<file path="config.mk">
export PLATFORM = sky130hd
export DESIGN_NAME = multiples_fifo_ctrl_flat
export DESIGN_NICKNAME = d
export VERILOG_FILES = /design/src/rtl/multiples_fifo_ctrl_if.sv /design/src/rtl/multiples_fifo_ctrl.sv /design/src/flat_wrapper.sv
export SDC_FILE = /design/constraint.sdc
export NUM_CORES = 1
export LEC_CHECK = 0
export CAP_MARGIN = 15
export CORE_ASPECT_RATIO = 1.25
export CORE_MARGIN = 2
export CORE_UTILIZATION = 30
export DETAILED_ROUTE_END_ITERATION = 7
export GPL_TIMING_DRIVEN = 1
export MAX_ROUTING_LAYER = met4
export PLACE_DENSITY = 0.84
export SYNTH_ARGS = -nofsm -noshare
export SYNTH_HDL_FRONTEND = slang
export SYNTH_SLANG_ARGS = --single-unit
</file>
<file path="constraint.sdc">
create_clock -name clk -period 2.05 [get_ports clk]
set_input_delay 0.41 -clock clk [delete_from_list [all_inputs] [get_ports clk]]
set_output_delay 0.41 -clock clk [all_outputs]
set_load 0.03 [all_outputs]
</file>
<file path="src/rtl/multiples_fifo_ctrl_if.sv">
// Signal bundle between multiples_fifo_ctrl, the upstream multiplier array,
// the multiples_fifo buffer ports and the downstream accumulator.
interface multiples_fifo_ctrl_if #(
    parameter int AW = 13,
    parameter int DW = 32,
    parameter int CW = 4
);
    // Both streams use valid/ready. A transfer happens on a rising edge where
    // valid and ready are both high. Valid never waits for ready, and ready
    // never depends combinationally on the valid of the same stream.
    logic          prod_valid;
    logic          prod_ready;
    logic [DW-1:0] prod_data;
    logic          prod_last;

    logic          fifo_write_enable;
    logic [AW-1:0] fifo_write_address;
    logic [DW-1:0] fifo_input_data;
    logic [AW-1:0] fifo_read_address;
    logic [DW-1:0] fifo_output_data;

    logic          out_valid;
    logic          out_ready;
    logic [DW-1:0] out_data;
    logic          out_last;

    logic [CW-1:0] count;
    logic          full;
    logic          empty;

    modport master (
        input  prod_valid, prod_data, prod_last, fifo_output_data, out_ready,
        output prod_ready, fifo_write_enable, fifo_write_address, fifo_input_data,
               fifo_read_address, out_valid, out_data, out_last, count, full, empty
    );

    modport slave (
        output prod_valid, prod_data, prod_last, fifo_output_data, out_ready,
        input  prod_ready, fifo_write_enable, fifo_write_address, fifo_input_data,
               fifo_read_address, out_valid, out_data, out_last, count, full, empty
    );
endinterface

</file>
<file path="src/rtl/multiples_fifo_ctrl.sv">
// Pointer/handshake controller for the 10-entry multiples_fifo product buffer.
// The buffer's write port is 1-based, and its read port is 0-based.
module multiples_fifo_ctrl #(
    parameter int DEPTH = 10,
    parameter int AW    = 13,
    parameter int DW    = 32,
    parameter int CW    = 4
) (
    input  logic                  clk,
    input  logic                  rst_n,
    input  logic                  flush,
    multiples_fifo_ctrl_if.master bus
);
    localparam int PW = $clog2(DEPTH);

    logic [PW-1:0]    wr_ptr_q, wr_ptr_d;
    logic [PW-1:0]    rd_ptr_q, rd_ptr_d;
    logic [CW-1:0]    count_q, count_d;
    logic [DEPTH-1:0] last_bits_q, last_bits_d;
    logic [DW-1:0]    rd_data;
    logic             full, empty, push, pop;

    assign full  = (count_q == CW'(DEPTH));
    assign empty = (count_q == '0);

    // rst_n gates ready so that nothing is accepted while reset is held.
    assign bus.prod_ready = ~full & rst_n;
    assign bus.out_valid  = ~empty & rst_n;

    assign push = bus.prod_valid & bus.prod_ready & ~flush;
    assign pop  = bus.out_valid & bus.out_ready & ~flush;

    assign bus.fifo_write_enable  = push;
    assign bus.fifo_input_data    = bus.prod_data;
    assign bus.fifo_write_address = AW'(wr_ptr_q) + AW'(1);
    assign bus.fifo_read_address  = AW'(rd_ptr_q);

    assign rd_data      = bus.fifo_output_data;
    assign bus.out_data = rd_data;
    assign bus.out_last = last_bits_q[rd_ptr_q];

    assign bus.count = count_q;
    assign bus.full  = full;
    assign bus.empty = empty;

    always_comb begin
        wr_ptr_d    = wr_ptr_q;
        rd_ptr_d    = rd_ptr_q;
        count_d     = count_q;
        last_bits_d = last_bits_q;
        if (flush) begin
            // Buffer contents stay; they are unreachable once the pointers are zero.
            wr_ptr_d    = '0;
            rd_ptr_d    = '0;
            count_d     = '0;
            last_bits_d = '0;
        end else begin
            if (push) begin
                last_bits_d[wr_ptr_q] = bus.prod_last;
                wr_ptr_d = (wr_ptr_q == PW'(DEPTH - 1)) ? '0 : wr_ptr_q + PW'(1);
            end
            if (pop) begin
                rd_ptr_d = (rd_ptr_q == PW'(DEPTH - 1)) ? '0 : rd_ptr_q + PW'(1);
            end
            case ({push, pop})
                2'b10:   count_d = count_q + CW'(1);
                2'b01:   count_d = count_q - CW'(1);
                default: count_d = count_q;
            endcase
        end
    end

    always_ff @(posedge clk or negedge rst_n) begin
        if (!rst_n) begin
            wr_ptr_q    <= '0;
            rd_ptr_q    <= '0;
            count_q     <= '0;
            last_bits_q <= '0;
        end else begin
            wr_ptr_q    <= wr_ptr_d;
            rd_ptr_q    <= rd_ptr_d;
            count_q     <= count_d;
            last_bits_q <= last_bits_d;
        end
    end
endmodule

</file>
<file path="src/flat_wrapper.sv">
// flat-port wrapper written by rule: the top's interface ports become plain ports
module multiples_fifo_ctrl_flat 
#(
    parameter int DEPTH = 10,
    parameter int AW    = 13,
    parameter int DW    = 32,
    parameter int CW    = 4
)
  (clk, rst_n, flush, bus_prod_valid, bus_prod_data, bus_prod_last, bus_fifo_output_data, bus_out_ready, bus_prod_ready, bus_fifo_write_enable, bus_fifo_write_address, bus_fifo_input_data, bus_fifo_read_address, bus_out_valid, bus_out_data, bus_out_last, bus_count, bus_full, bus_empty);
  multiples_fifo_ctrl_if #(.AW(AW), .DW(DW), .CW(CW)) bus_i ();
  input  logic clk;
  input  logic rst_n;
  input  logic flush;
  input wire logic [$bits(bus_i.prod_valid)-1:0] bus_prod_valid;
  input wire logic [$bits(bus_i.prod_data)-1:0] bus_prod_data;
  input wire logic [$bits(bus_i.prod_last)-1:0] bus_prod_last;
  input wire logic [$bits(bus_i.fifo_output_data)-1:0] bus_fifo_output_data;
  input wire logic [$bits(bus_i.out_ready)-1:0] bus_out_ready;
  output wire logic [$bits(bus_i.prod_ready)-1:0] bus_prod_ready;
  output wire logic [$bits(bus_i.fifo_write_enable)-1:0] bus_fifo_write_enable;
  output wire logic [$bits(bus_i.fifo_write_address)-1:0] bus_fifo_write_address;
  output wire logic [$bits(bus_i.fifo_input_data)-1:0] bus_fifo_input_data;
  output wire logic [$bits(bus_i.fifo_read_address)-1:0] bus_fifo_read_address;
  output wire logic [$bits(bus_i.out_valid)-1:0] bus_out_valid;
  output wire logic [$bits(bus_i.out_data)-1:0] bus_out_data;
  output wire logic [$bits(bus_i.out_last)-1:0] bus_out_last;
  output wire logic [$bits(bus_i.count)-1:0] bus_count;
  output wire logic [$bits(bus_i.full)-1:0] bus_full;
  output wire logic [$bits(bus_i.empty)-1:0] bus_empty;
  assign bus_i.prod_valid = bus_prod_valid;
  assign bus_i.prod_data = bus_prod_data;
  assign bus_i.prod_last = bus_prod_last;
  assign bus_i.fifo_output_data = bus_fifo_output_data;
  assign bus_i.out_ready = bus_out_ready;
  assign bus_prod_ready = bus_i.prod_ready;
  assign bus_fifo_write_enable = bus_i.fifo_write_enable;
  assign bus_fifo_write_address = bus_i.fifo_write_address;
  assign bus_fifo_input_data = bus_i.fifo_input_data;
  assign bus_fifo_read_address = bus_i.fifo_read_address;
  assign bus_out_valid = bus_i.out_valid;
  assign bus_out_data = bus_i.out_data;
  assign bus_out_last = bus_i.out_last;
  assign bus_count = bus_i.count;
  assign bus_full = bus_i.full;
  assign bus_empty = bus_i.empty;
  multiples_fifo_ctrl #(.DEPTH(DEPTH), .AW(AW), .DW(DW), .CW(CW)) u_core (.clk(clk), .rst_n(rst_n), .flush(flush), .bus(bus_i));
endmodule
</file>
Word level (Yosys, flattened, before mapping). Cells that the tools add are included. W data, S select, Z words.

Bits in registers: 22. Input port bits: 70. Output and inout port bits: 100. Logic and storage cells: 46.

Add/subtract/negate cells: 5. Order comparisons: 3. Equality and inequality tests: 5. Multiplexer cells: 15. Bitwise operators: 9. Reduce and logical (&&, ||, !) cells: 5.

Operators with widths (number): $mux W4 (7); $mux W10 (2); $add A4 B1 Y4 const B (3); $eq A4 B4 Y1 const B (3); $bwmux W10 (1); $lt A4 B5 Y1 const B (2); $pmux W4 S2 (1); $and A1 B1 Y1 (6); $add A4 B1 Y5 const B (1); $bmux W1 S4 (1); $demux W1 S4 (1); $ge A4 B1 Y1 const B (1); $logic_not A4 Y1 (1); $reduce_bool A2 Y1 (2); $sub A4 B1 Y4 const B (1); $not A1 Y1 (3); $reduce_bool A3 Y1 (1); $eq A2 B1 Y1 const B (1); $eq A2 B2 Y1 const B (1); $mux W1 (2); $logic_and A1 B1 Y1 (1).

Longest topological paths before layout. Gate-level depths: netlist (run 1).

Depth after elaboration: 8. Depth in mapped cells: 9. Gate-level depth less buffers: 9.

Worst setup path before layout (run 1). OpenSTA, ideal clock, no wires.

Path kind: flip-flop to flip-flop. Start: reg u_core.count_q[0] (netlist: u_core.bus.count[0]). End: reg u_core.count_q[3] (netlist: u_core.bus.count[3]). Library setup time: 135 ps. Data arrival time: 2561 ps. Required time: 1915 ps. Path slack: -646 ps. Stages on the path, launching flop included: 10. Path buffers: 0. Period minus slack after synthesis: 2696 ps. Cells stage by stage: dfrtp_1 nand4bb_1 clkinv_1 o2111ai_1 nor2_1 ha_1 nand3_1 and2_1 o211ai_1 nand4_1.

Word-level cells in the longest chain between the ends: 8. Elaborated cells between the ends (all ways): 17. Those cells by class: 2 x add/sub; 3 x eq/ne; 2 x mux; 8 x bitwise; 2 x reduce/logical.

Ends and longest elaborated chain: from (decl) (line multiples_fifo_ctrl.sv:18) `logic [CW-1:0] count_q, count_d;`; from (signal assigned) (line multiples_fifo_ctrl.sv:82) `count_q <= count_d;`; $eq A4 B4 Y1 (*) (line multiples_fifo_ctrl.sv:23) `assign full = (count_q == CW'(DEPTH));`; via bus_full (line flat_wrapper.sv:28) `output wire logic [$bits(bus_i.full)-1:0] bus_full;`; $not A1 Y1 (*) (line multiples_fifo_ctrl.sv:27) `assign bus.prod_ready = ~full & rst_n;`; $and A1 B1 Y1 (*) (line multiples_fifo_ctrl.sv:27); $and A1 B1 Y1 (*) (2 in a row) (line multiples_fifo_ctrl.sv:30) `assign push = bus.prod_valid & bus.prod_ready & ~flush;`; $eq A2 B1 Y1 or $eq A2 B2 Y1 (tied branches) (line multiples_fifo_ctrl.sv:65) `case ({push, pop})`; $pmux W4 S2 (line multiples_fifo_ctrl.sv:65); $mux W4 (line multiples_fifo_ctrl.sv:51) `if (flush) begin`.

The timed path passes the listed nets; every way through them passes the cells marked *. A chain may end at the register's enable or synchronous reset.

Worst setup path after layout (run 1).
Start: reg u_core.count_q[2] (netlist: u_core.bus.count[2]). End: reg u_core.count_q[3] (netlist: u_core.bus.count[3]).

Word-level cells in the longest chain between the ends: 8. Elaborated cells between the ends (all ways): 17. Those cells by class: 2 x add/sub; 3 x eq/ne; 2 x mux; 8 x bitwise; 2 x reduce/logical.

Ends and longest elaborated chain (line): $eq A4 B4 Y1 or $logic_not A4 Y1 (tied branches) (multiples_fifo_ctrl.sv:23, multiples_fifo_ctrl.sv:24); $not A1 Y1, on equally long branches (multiples_fifo_ctrl.sv:27, multiples_fifo_ctrl.sv:28); $and A1 B1 Y1, on equally long branches (multiples_fifo_ctrl.sv:27, multiples_fifo_ctrl.sv:28); $and A1 B1 Y1, on equally long branches (2 in a row) (multiples_fifo_ctrl.sv:30, multiples_fifo_ctrl.sv:31); $eq A2 B1 Y1 or $eq A2 B2 Y1 (tied branches) (multiples_fifo_ctrl.sv:65); $pmux W4 S2 (multiples_fifo_ctrl.sv:65); $mux W4 (multiples_fifo_ctrl.sv:51).

Parallel ways exist; a longest one is shown, timed or not.

==> impl_results.md, run 1 <==
- P_sw: 428 uW
- Non-Filler Instances: between 300 and 400
- Largest net degree at the start of global routing: 25
- Sw Share: 34.8%
- Crit-path cells: or4_4 -> o2111ai_4 -> nor2_4 -> ha_4 -> nand3_4 -> and2_4 -> o211ai_1 -> nand4_1
- GPL Wtd Cong: 0.910
- Unrepaired setup endpoints after global routing: true
- Die H: about 98 um
- Outcome: finished with violations
- CTS buffer count: 3
- Share of cells above drive strength 1: 27.2%
- Detailed Route WL: 5120 um
- Clock network power share: between 20% and 30%
- CTS Sinks: 22
- First-pass GRT wire length: 7930 um
- Clock Latency Late Sink: approximately 0.27 ns
- Cts-stage hold buffer count: 0
- Residual DRC: 0
- Final Max Tran Viols: 0
- Element type at the critical path end: flip-flop
- Worst endpoint required time: 2.20 ns
- Gr usage total: about 14%
- Routed len/inst: 16.3 um
- Synthesized area per cell: 8.74 um2
- Die Area: 7740 um2
- Clk slew on worst S/H paths: 0.08 ns
- Min Tclk post-route: between 2 and 2.5 ns
- Synthesized instance count: 242
- Root Driver: clkbuf_8
- Final Instance Area: 2260 um2
- H-tree depth: 1
- Period Utilization, post-route: 104%
- Tot Pwr: 1.23 mW
- Min-Delay Path Class: in -> async
- Post-synth top area share: between 20% and 30%
- VDD IR max: 0.196 mV
- Initial antenna violation count: 0
- Area delta synth->final: 6.98%
- Clock Skews: around 0.005 ns
- Final worst slack: -0.0817 ns
- Top_reg_cell synth: dfrtp_1
- PD cells: 543 nW/um2
- Leakage: 1.01 nW
- WP data arrival: 2.28 ns
- Sequential power share: 37.5%
- Failing checks: negative setup slack
- Routed vias/inst: 5.01
- Setup CP Type: reg -> reg
- EDFF count, synth: 0
- Synth top area cells: buf_4, dfrtp_1, mux2i_1
- Slowest CP cell: or4_4
- ANT cells: 0
- Setup crit start kind: flip-flop
- CTS tree: built
- Drt pass-1 iters: 4
- Pre-CTS setup slack: -0.283 ns
- Placed cell areas: 2070 um2
- FMAX: ~470 MHz
- Input/output buffers: 24
- P_int: 801 uW
- Drt initial violations: about 70
- CP peak stage delay: 0.57 ns
- Top-Level Pins: 170
- Vias in the first global route: 1562
- Final hold viol count: 0
- Post-synthesis register bit count: 22
- Ys Warns: 0
- Cell Rows: 34
- WP buf/inv: 0
- Die Wd: about 79 um
- Mapped cell area: between 2000 and 2500 um2
- Critical path fanouts, max: 3
- Initial Util: between 30% and 40%
- Fraction of registers with async set/reset: 100%
- Dpl cells: 305
- Max clock buf depth: 2
- Number of max-cap violations: 0
- Placed wire-length estimate: between 3000 and 4000 um
- Post-route ant nets: 0
- TNS Setup: -0.139 ns
- Hold_ws: 0.327 ns
- Nets: 304
- Crit path max-delay family: simple AND/OR/NAND/NOR gates
- Placeable core area: 6890 um2
- Count leader, synth: buf_4
- Commonest cells post-synth: buf_4, dfrtp_1, nor2_1, nand3_1, mux2i_1
- Remaining global-route overflow: 0
- Logic pwr share: 36.6%
- Layout Utilization: between 30% and 40%
- Count of final setup violators: 3
- Routed vias: 1572
- Area leader, netlist: buf_4
- Register area share after synthesis: 26.0%
- Yosys cell types: 39
[cells by family (layout without fill, tap and decap cells)]
kind of cell    after synthesis  after routing  synth area share, %
xor+xnor                      5              5                 2.07
compound gates               24             24                 8.69
flops                        22             22                 26.0
mux                          15             15                 8.28
fa+ha+maj                     9              9                 5.68
simple gates                 67             67                 16.7
other cells                   1             17                0.177
buf+inv                      99             65                 32.4
[cell type report]
type / instances / area, um2
Clock buffer: 4 / 55.1
Fill cell: 705 / 4630
Inverter: 9 / 46.3
Multi-Input combinational cell: 137 / 1040
Sequential cell: 22 / 556
Tap cell: 90 / 113
Timing Repair Buffer: 52 / 452
[power by group through the flow]
stage / clock network, mW / logic [mW] / registers, mW
after global placement: 0 / 0.368 / 0.467
after floorplan: 0 / 0.466 / 0.493
final: 0.319 / 0.450 / 0.460
after CTS: 0.326 / 0.416 / 0.459
after global routing: 0.345 / 0.480 / 0.463
after detailed placement: 0 / 0.376 / 0.468
[state kept, by name (all words and copies together), names as in the netlist]
signal,flops
u_core.bus.count,4
u_core.last_bits_q,10
u_core.rd_ptr_q,4
u_core.wr_ptr_q,4
[worst paths after layout]
kind                                            start                    end  slack (ns)  depth (start not counted)
worst max-delay path              u_core.bus.count[2]    u_core.bus.count[3]       -0.08                          8
max in group asynchronous                       rst_n     u_core.rd_ptr_q[0]        1.27                          3
worst max register to register    u_core.bus.count[2]    u_core.bus.count[3]       -0.08                          8
worst min register to register  u_core.last_bits_q[1]  u_core.last_bits_q[1]        0.53                          2
min in group clk                u_core.last_bits_q[1]  u_core.last_bits_q[1]        0.53                          2
worst min-delay path                            rst_n    u_core.bus.count[2]        0.33                          2
[per-layer routing]
metal	global-route usage (%)	share of wire (%)	up-vias
li1	-	-	684
met1	12.8	32	763
met5	-	0	-
met2	24.1	54	80
met4	8.36	5.8	0
met3	3.33	8.6	45
[cells in the final DEF, fill, tap and decap left out, types with 2 or more instances in the layout]
| cell | netlist | routed |
|---|---|---|
| buf_4 | 82 | 28 |
| nor2_1 | 22 | 20 |
| dfrtp_1 | 22 | 18 |
| conb_1 | 1 | 17 |
| nand3_1 | 15 | 14 |
| mux2i_1 | 13 | 13 |
| clkdlybuf4s50_1 | 0 | 13 |
| a21oi_1 | 10 | 9 |
| nand2_1 | 8 | 8 |
| inv_1 | 7 | 7 |
| ha_1 | 8 | 6 |
| buf_6 | 0 | 6 |
| dlygate4sd2_1 | 0 | 5 |
| nor3_1 | 4 | 4 |
| clkbuf_8 | 0 | 4 |
| dfrtp_2 | 0 | 4 |
| xnor2_1 | 3 | 3 |
| nand3b_1 | 3 | 3 |
| o21ai_0 | 4 | 3 |
| o211ai_1 | 3 | 3 |
| nand4_1 | 3 | 3 |
| xor2_1 | 2 | 2 |
| nor2_4 | 0 | 2 |
| mux4_2 | 2 | 2 |
| o21ai_1 | 1 | 2 |
| a2111oi_4 | 2 | 2 |
| ha_4 | 0 | 2 |
[timing repair]
item	4_1_cts	5_1_grt
buffers inserted	2	4
endpoints found under the setup margin	10	9
gates resized for setup	21	13
pin swaps	3	9
No activity file was read; power rests on OpenSTA's default activity.
==> inputs of run 2 (changes only) <==
- CORE_UTILIZATION: 30 -> 40
- DONT_BUFFER_PORTS: default -> 1
- HOLD_SLACK_MARGIN: default -> 0.15
- PLACE_DENSITY: 0.84 -> 0.63
==> impl_results.md, run 2 (same netlist as run 1, synthesis figures left out) <==
- Outcome: finished with violations
- Failing checks: negative setup slack
- Flop2flop setup slack: -0.003 ns
- Min-delay src: flush
- Commonest non-fill, non-tap cell in the layout: buf_4
- Root Driver: clkbuf_8
- ANT cells: 0
- CTS tree: built
- Initial antenna violation count: 0
- Setup crit start kind: flip-flop
- Max clock buf depth: 2
- Final Max Tran Viols: 0
- Placeable core area: 5080 um2
- Detailed Route WL: 4250 um
- CP peak stage delay: 0.55 ns
- Final worst slack: -0.00316 ns
- Initial Util: between 40% and 50%
- Clk slew on worst S/H paths: 0.08 ns
- Post-route ant nets: 0
- Area delta synth->final: -8.10%
- Leakage: 0.888 nW
- FMAX: 487 MHz
- Unrepaired setup endpoints after global routing: true
- Routed len/inst: 16.4 um
- Final hold viol count: 0
- Final Instance Area: 1940 um2
- Commonest non-fill, non-tap cells in the layout: buf_4, nor2_1, dfrtp_1
- Nets: 277
- Reg-to-reg endpoint: u_core.bus.count[3]
- Clock Latency Late Sink: around 0.27 ns
- Crit-path cells: or4_4 -> o2111ai_4 -> nor2_4 -> ha_4 -> nand3_1 -> and2_4 -> o211ai_1 -> nand4_1
- Cells on worst reg2reg path: 8
- Critical path fanouts, max: 3
- Tightest Pin Transition: roughly 1 ns
- CTS Sinks: 22
- Share of cells above drive strength 1: between 20% and 30%
- Drt initial violations: 23
- Dpl cells: 253
- CTS buffer count: 3
- WP data arrival: 2.19 ns
- Min-Delay Path Class: in -> reg
- Vias in the first global route: 1333
- FF-to-FF Start: u_core.bus.count[2]
- Setup CP Type: reg -> reg
- Routed vias/inst: 5.38
- Hold_ws: 0.200 ns
- Crit path capture: u_core.bus.count[3]
- Top-Level Pins: 170
- Max transition margin: between 30% and 40%
- CP startpoint: u_core.bus.count[2]
- Largest register FFs: 10
- Input/output buffers: 0
- GPL Wtd Cong: between 0.8 and 0.9
- Placed wire-length estimate: 3160 um
- H-tree depth: 1
- Worst endpoint required time: 2.19 ns
- Largest net degree at the start of global routing: 26
- Largest Register: u_core.last_bits_q
- Min Tclk post-route: 2.05 ns
- Placed cell areas: approximately 1800 um2
- VDD IR max: 0.345 mV
- First-pass GRT wire length: 6620 um
- Cell Rows: 29
- Die Area: 5890 um2
- Drt pass-1 iters: 4
- PD cells: 615 nW/um2
- Clock Skews: 0.00539 ns
- Period Utilization, post-route: 100%
- Gr usage total: 14.7%
- Slowest CP cell: or4_4
- Remaining global-route overflow: 0
- Die Wd: 69.1 um
- Element type at the critical path end: flip-flop
- Residual DRC: 0
- Routed vias: 1394
- Count of final setup violators: 1
- Number of max-cap violations: 0
- Die H: 85.3 um
- Non-Filler Instances: around 260
- Fillers: 506
- TNS Setup: -0.00316 ns
[run 2: cell types whose count changed in the layout (fill, tap and decap cells not counted), sizes merged]
cell,change
clkdlybuf4s50,-13
buf,-10
dlygate4sd2,-5
bufinv,+1
clkbuf,-1
dlygate4sd3,+1
[run 2: power by group]
group	leakage, nW	switching (mW)	internal (mW)
Combinational	0.554	0.214	0.118
Sequential	0.298	0.0115	0.448
Clock	0.0357	0.144	0.261
Total	0.888	0.370	0.827
[run 2: metal layers]
metal	global-route usage [%]	share of wire, %
met4	12.3	6.2
met5	-	0
met3	4.28	8.8
met2	24.0	49
met1	14.3	36
[run 2: cell type report]
| cell class | instances | area [um2] | share of cell area (%) |
|---|---|---|---|
| well taps | 62 | 77.6 | 3.99 |
| clock inverters | 1 | 30.0 | 1.54 |
| multi-input cells | 137 | 1000 | 51.5 |
| repair buffers | 25 | 194 | 9.97 |
| inverters | 9 | 43.8 | 2.25 |
| clock buffers | 3 | 41.3 | 2.12 |
| flip-flops and latches | 22 | 556 | 28.6 |
[run 2: how the worst min path moves through the flow]
stage,endpoint,slack [ns],cells after the start
global route,u_core.rd_ptr_q[2],0.18,1
CTS,u_core.rd_ptr_q[2],0.19,1
detailed placement,u_core.wr_ptr_q[0],0.12,0
finish,u_core.wr_ptr_q[3],0.20,1
floorplan,u_core.bus.count[0],0.11,0
global placement,u_core.wr_ptr_q[0],0.12,0
[run 2: stage by stage]
| step | power (mW) | util (%) | worst slack (ns) |
|---|---|---|---|
| after detailed placement | 0.768 | 35.6 | -0.0840 |
| final | 1.20 | 38.3 | -0.00316 |
| after global routing | 1.25 | 38.3 | -0.0829 |
| after global placement | 0.765 | 35.6 | -0.00990 |
| after floorplan | 0.959 | - | -0.172 |
| after CTS | 1.21 | 38.2 | -0.0171 |
[run 2: timing repair]
item                                    CTS  global route
hold endpoints to repair                 22             0
hold buffers                              1             0
buffers inserted                          1             0
endpoints found under the setup margin    4             7
pin swaps                                 3             2
resized for setup                         9             1
[run 2: worst max-delay path, delay by kind of cell (launching register included)]
| kind | cells | cell delay [ns] |
|---|---|---|
| AOI/OAI and AO/OA | 2 | 0.27 |
| adders and majority gates | 1 | 0.28 |
| DFF | 1 | 0.40 |
| and+or+nand+nor | 5 | 0.97 |
